<file path="config.mk">
export PLATFORM = sky130hd
export DESIGN_NAME = gba_gpu_vram_arbiter
export DESIGN_NICKNAME = d
export VERILOG_FILES = /design/src/rtl/gba_gpu_vram_arbiter.sv
export SDC_FILE = /design/constraint.sdc
export NUM_CORES = 1
export LEC_CHECK = 0
export CAP_MARGIN = 20
export CORE_ASPECT_RATIO = 0.9
export CORE_MARGIN = 3
export CORE_UTILIZATION = 24
export CTS_CLUSTER_SIZE = 28
export DETAILED_ROUTE_END_ITERATION = 8
export GPL_TIMING_DRIVEN = 0
export MAX_ROUTING_LAYER = met4
export PLACE_DENSITY_LB_ADDON = 0.12
export SYNTH_ARGS = -nofsm -noshare
export SYNTH_HDL_FRONTEND = slang
export SYNTH_SLANG_ARGS = --single-unit
export TNS_END_PERCENT = 10
</file>
<file path="constraint.sdc">
create_clock -name fclk -period 3.1 [get_ports fclk]
set_input_delay 0.62 -clock fclk [delete_from_list [all_inputs] [get_ports fclk]]
set_output_delay 0.62 -clock fclk [all_outputs]
set_load 0.02 [all_outputs]
</file>
<file path="src/rtl/gba_gpu_vram_arbiter.sv">
// gba_gpu_vram_arbiter
// Single-port VRAM arbiter shared by the CPU/DMA port and the BG and OBJ
// fetchers of the drawer. Grants are combinational from the current requests
// and the registered state, so one access can issue every cycle. Read data
// goes back to whichever requester owns the read one cycle after its grant.
//
// Optional build: define GBA_VRAM_ARB_STATS_EN to add a saturating
// CPU-stall cycle counter (cpu_stall_cnt) with a clear input (stats_clr).
//
// Mode FSM
//   state   | meaning
//   NORMAL  | drawer idle, priority CPU > OBJ > BG
//   BLOCKED | drawer on a visible line, priority OBJ > BG > CPU
//   In either state, a CPU request that has waited CPU_MAX_WAIT cycles wins.
module gba_gpu_vram_arbiter #(
  parameter int AW           = 14,
  parameter int CPU_MAX_WAIT = 7
) (
  input  logic          fclk,
  input  logic          reset,
  input  logic          block_mode,
  // CPU / DMA requester
  input  logic          cpu_req,
  input  logic          cpu_we,
  input  logic [3:0]    cpu_be,
  input  logic [AW-1:0] cpu_addr,
  input  logic [31:0]   cpu_wdata,
  output logic          cpu_gnt,
  // BG fetch requester
  input  logic          bg_req,
  input  logic [AW-1:0] bg_addr,
  output logic          bg_gnt,
  // OBJ fetch requester
  input  logic          obj_req,
  input  logic [AW-1:0] obj_addr,
  output logic          obj_gnt,
  // VRAM port
  output logic [AW-1:0] ram_addr,
  output logic          ram_we,
  output logic [3:0]    ram_be,
  output logic [31:0]   ram_wdata,
  input  logic [31:0]   ram_rdata,
  // read return
  output logic [31:0]   rdata,
  output logic          rvalid_cpu,
  output logic          rvalid_bg,
  output logic          rvalid_obj,
`ifdef GBA_VRAM_ARB_STATS_EN
  input  logic          stats_clr,
  output logic [15:0]   cpu_stall_cnt,
`endif
  output logic          cpu_stalled
);

  typedef enum logic {NORMAL = 1'b0, BLOCKED = 1'b1} mode_t;

  localparam logic [3:0] MAX_WAIT = 4'(CPU_MAX_WAIT);

  mode_t      state;
  logic [3:0] wait_cnt;
  logic       cpu_force;
  logic       rv_cpu_q;
  logic       rv_bg_q;
  logic       rv_obj_q;

  assign cpu_force = (wait_cnt >= MAX_WAIT);

  // Mode FSM: follows block_mode one cycle late.
  always_ff @(posedge fclk) begin
    if (reset) begin
      state <= NORMAL;
    end else begin
      case (state)
        NORMAL:  if (block_mode)  state <= BLOCKED;
        BLOCKED: if (!block_mode) state <= NORMAL;
        default: state <= NORMAL;
      endcase
    end
  end

  // Grant select; nothing is granted while reset is held.
  always_comb begin
    cpu_gnt = 1'b0;
    bg_gnt  = 1'b0;
    obj_gnt = 1'b0;
    if (!reset) begin
      if (cpu_req && (cpu_force || state == NORMAL)) cpu_gnt = 1'b1;
      else if (obj_req)                              obj_gnt = 1'b1;
      else if (bg_req)                               bg_gnt  = 1'b1;
      else if (cpu_req)                              cpu_gnt = 1'b1;
    end
  end

  assign cpu_stalled = cpu_req && !cpu_gnt && !reset;

  // Steer the granted requester onto the VRAM port; idle port is all zero.
  always_comb begin
    ram_addr  = '0;
    ram_we    = 1'b0;
    ram_be    = 4'h0;
    ram_wdata = 32'h0;
    if (cpu_gnt) begin
      ram_addr  = cpu_addr;
      ram_we    = cpu_we;
      ram_be    = cpu_be;
      ram_wdata = cpu_wdata;
    end else if (obj_gnt) begin
      ram_addr  = obj_addr;
    end else if (bg_gnt) begin
      ram_addr  = bg_addr;
    end
  end

  // CPU wait counter: counts stalled cycles, saturates, clears on grant or release.
  always_ff @(posedge fclk) begin
    if (reset) begin
      wait_cnt <= 4'd0;
    end else if (cpu_gnt || !cpu_req) begin
      wait_cnt <= 4'd0;
    end else if (cpu_stalled && wait_cnt != 4'hF) begin
      wait_cnt <= wait_cnt + 4'd1;
    end
  end

  // Read ownership tags, one cycle behind the grant to match RAM latency.
  always_ff @(posedge fclk) begin
    if (reset) begin
      rv_cpu_q <= 1'b0;
      rv_bg_q  <= 1'b0;
      rv_obj_q <= 1'b0;
    end else begin
      rv_cpu_q <= cpu_gnt && !cpu_we;
      rv_bg_q  <= bg_gnt;
      rv_obj_q <= obj_gnt;
    end
  end

  // Reset masks a read that was already in flight when reset arrived.
  assign rvalid_cpu = rv_cpu_q && !reset;
  assign rvalid_bg  = rv_bg_q  && !reset;
  assign rvalid_obj = rv_obj_q && !reset;
  assign rdata      = (rvalid_cpu || rvalid_bg || rvalid_obj) ? ram_rdata : 32'h0;

`ifdef GBA_VRAM_ARB_STATS_EN
  // Saturating count of CPU stall cycles.
  always_ff @(posedge fclk) begin
    if (reset || stats_clr) begin
      cpu_stall_cnt <= 16'h0;
    end else if (cpu_stalled && cpu_stall_cnt != 16'hFFFF) begin
      cpu_stall_cnt <= cpu_stall_cnt + 16'h1;
    end
  end
`endif

endmodule
</file>
==> reports/metrics.cfg <==
[clock_tree]
clkSlewWorstSetupHoldPaths_ns=0.04
cts-root-buf=clkbuf_8
cts_buffers=3
clkSinkCount=8
tritoncts=built
post_cts_buffers=0
clock_latency_ns=0.22
cts.repair.resized=65
h-tree-depth=1
hold_buffers=0
cts_buffer_depth=2

[setup_path]
required_ns=2.48
arrival_ns=2.44
path_depth=6
slowest_delay_ns=0.48
slowest_stage=clkdlybuf4s50_1
cp_num_buf_inv=4
path_delay_family=buffers and inverters
reg2reg_from=wait_cnt[0]
cp-start-kind=primary input
crit_path_max_fanout=10
crit_type=in2out
r2r_cells=5
crit_path_start=cpu_req
crit_path_end_kind=output pin
r2r_slack_ns=1.51
cp_cell_sequence=clkdlybuf4s50_1 > clkinv_1 > a31o_2 > buf_6 > a211oi_1 > dlygate4sd2_1

[grt]
grt_pass1_wl_mm=9.95
grt_max_degree=11
grt_use_total_pct=20.7
antenna_found_initial=0
grt_pass1_vias=1815
grt-ovfl-total=0

[timing]
skew_ns=0.00175
slew_headroom_pct=67.8
drv_slew=0
rsz0062_at_grt=yes
final-setup-viol-count=0
min_period_ns=3.06
max_freq_ghz=0.327
period_share_pct=98.6
hold_violations=0
tightest_slew_ns=0.483
fin_ws_ns=0.0438
holdWs_ns=0.569

[placed_design]
numPlacedInstances=444
dp_hpwl_mm=6.28
dp_slack_ns=-0.504
place.gp.congestion=0.840
dpl-instance-area_um2=3410
port_buffers=205

[yosys]
synth_area_um2=1280
synthDistinctLibCells=27
ys_warn_count=0
syn_avg_cell_area_um2=7.35
ys_seq_area_share_pct=12.5
synthArstFlopShare_pct=0
syn-instance-count=174
synthFlopType=dfxtp_1
syn-num-nets=292
ys_ff_latch=8
synth-edff-count=0

[pwr]
power_density_nw_per_um2=187
cellLeakagePower_nw=1.89
power_mw=0.642
vdd_drop_max_mv=0.228

[drt]
avgRoutedWirePerCell_um=16.5
vias_per_cell=4.72
wl_mm=7.37
final_antenna_net_count=0
drc=0
drt-initial-drc-count=51
drt-pass1-iter-count=4
via_count=2108

[final_layout]
synthToLayoutAreaGrowth_pct=169
instances_no_fill=447
drive_above_1_share_pct=9.42
finalNetCount=502
diodes=0
fillers=463
finalInstanceArea_um2=3440

[floorplan]
die_x_um=82.9
coreArea_um2=4980
rows=24
start_util_pct=25.7
die_h_um=75.2
ios=207
dieArea_um2=6240

[min_path]
hold_start=wait_cnt[1]
hold_depth=2
hold_class=reg2reg

[run]
drv_cap=0

[status]
status=completed

-- cells in the final DEF, fill, tap and decap left out, drive strengths merged, types with 7 or more instances in the layout --
| cell type | n |
|---|---|
| nor2b | 7 |
| clkdlybuf4s15 | 8 |
| a311oi | 15 |
| a22oi | 14 |
| dfxtp | 8 |
| clkdlybuf4s50 | 124 |
| dlymetal6s2s | 27 |
| dlygate4sd2 | 31 |
| clkbuf | 27 |
| a211oi | 14 |
| and2 | 69 |
| buf | 10 |
-- layer usage --
metal	up-vias	part of all wire [%]	wire, um	GRT usage (%)
met2	101	53	3900	39.3
met4	0	1.2	87	3.45
met5	-	0	0	-
met1	954	41	2990	23.8
li1	1047	-	-	-
met3	6	5.2	383	2.95
-- cell usage after synthesis (2+ instances only) --
master,instances,share of area (%)
dfxtp_1,8,13
nor2b_1,7,3.4
nor4_1,4,2.0
nand3_1,2,0.78
buf_2,4,1.6
nand2_1,2,0.59
a22oi_1,14,8.2
nor3b_1,4,2.3
nor3_1,2,0.78
a311oi_1,14,9.6
a211oi_1,14,8.2
clkbuf_1,12,3.5
and2_1,69,34
mux2i_1,2,1.6
buf_6,4,3.5
-- layout make-up --
type / instances / area, um2 / area share (%)
Inverter: 1 / 3.75 / 0.109
Tap cell: 65 / 81.3 / 2.36
Clock buffer: 3 / 41.3 / 1.20
Sequential cell: 8 / 160 / 4.65
Timing Repair Buffer: 205 / 2010 / 58.5
Buffer: 21 / 130 / 3.78
Multi-Input combinational cell: 144 / 1010 / 29.4
-- state kept, by name, summed over array words and instances, names as in the netlist --
signal    flops
rv_bg_q       1
rv_cpu_q      1
rv_obj_q      1
state         1
wait_cnt      4
-- where the power goes --
part / total (mW) / switching (mW) / internal [mW]
logic: 0.413 / 0.176 / 0.237
registers: 0.108 / 0.00147 / 0.107
clock network: 0.121 / 0.0377 / 0.0838
-- worst reg2reg max path: cells and delay by family, from the launching register on --
family / cells / cell delay (ns)
flops: 1 / 0.32
compound gates: 1 / 0.13
buf+inv: 1 / 0.37
fa+ha+maj: 1 / 0.24
simple gates: 2 / 0.45
-- stage by stage --
step | utilization (%) | setup TNS [ns]
finish | 69.0 | 0
detailed placement | 68.4 | -18.88
floorplan | - | 0
CTS | 68.3 | -0.795
global placement | 68.4 | -18.28
global route | 69.0 | -0.0994
-- worst paths after layout --
check                                   end
worst max-delay path            ram_addr[9]
worst min-delay path            wait_cnt[1]
worst max register to register  wait_cnt[2]
worst min register to register  wait_cnt[1]
-- kinds of logic (layout without fill, tap and decap cells) --
logic type               Yosys count  in the layout  share of synthesized area, %
AO/OA/AOI/OAI                     46             46                          29.5
XOR/XNOR                           1              1                         0.685
adder cells (fa/ha/maj)            1              1                         0.978
buffers and inverters             22            230                          9.29
flip-flops                         8              8                          12.5
multiplexers                       2              2                          1.57
AND/OR/NAND/NOR                   94             94                          45.4
Power figures use the tool's default switching activity.
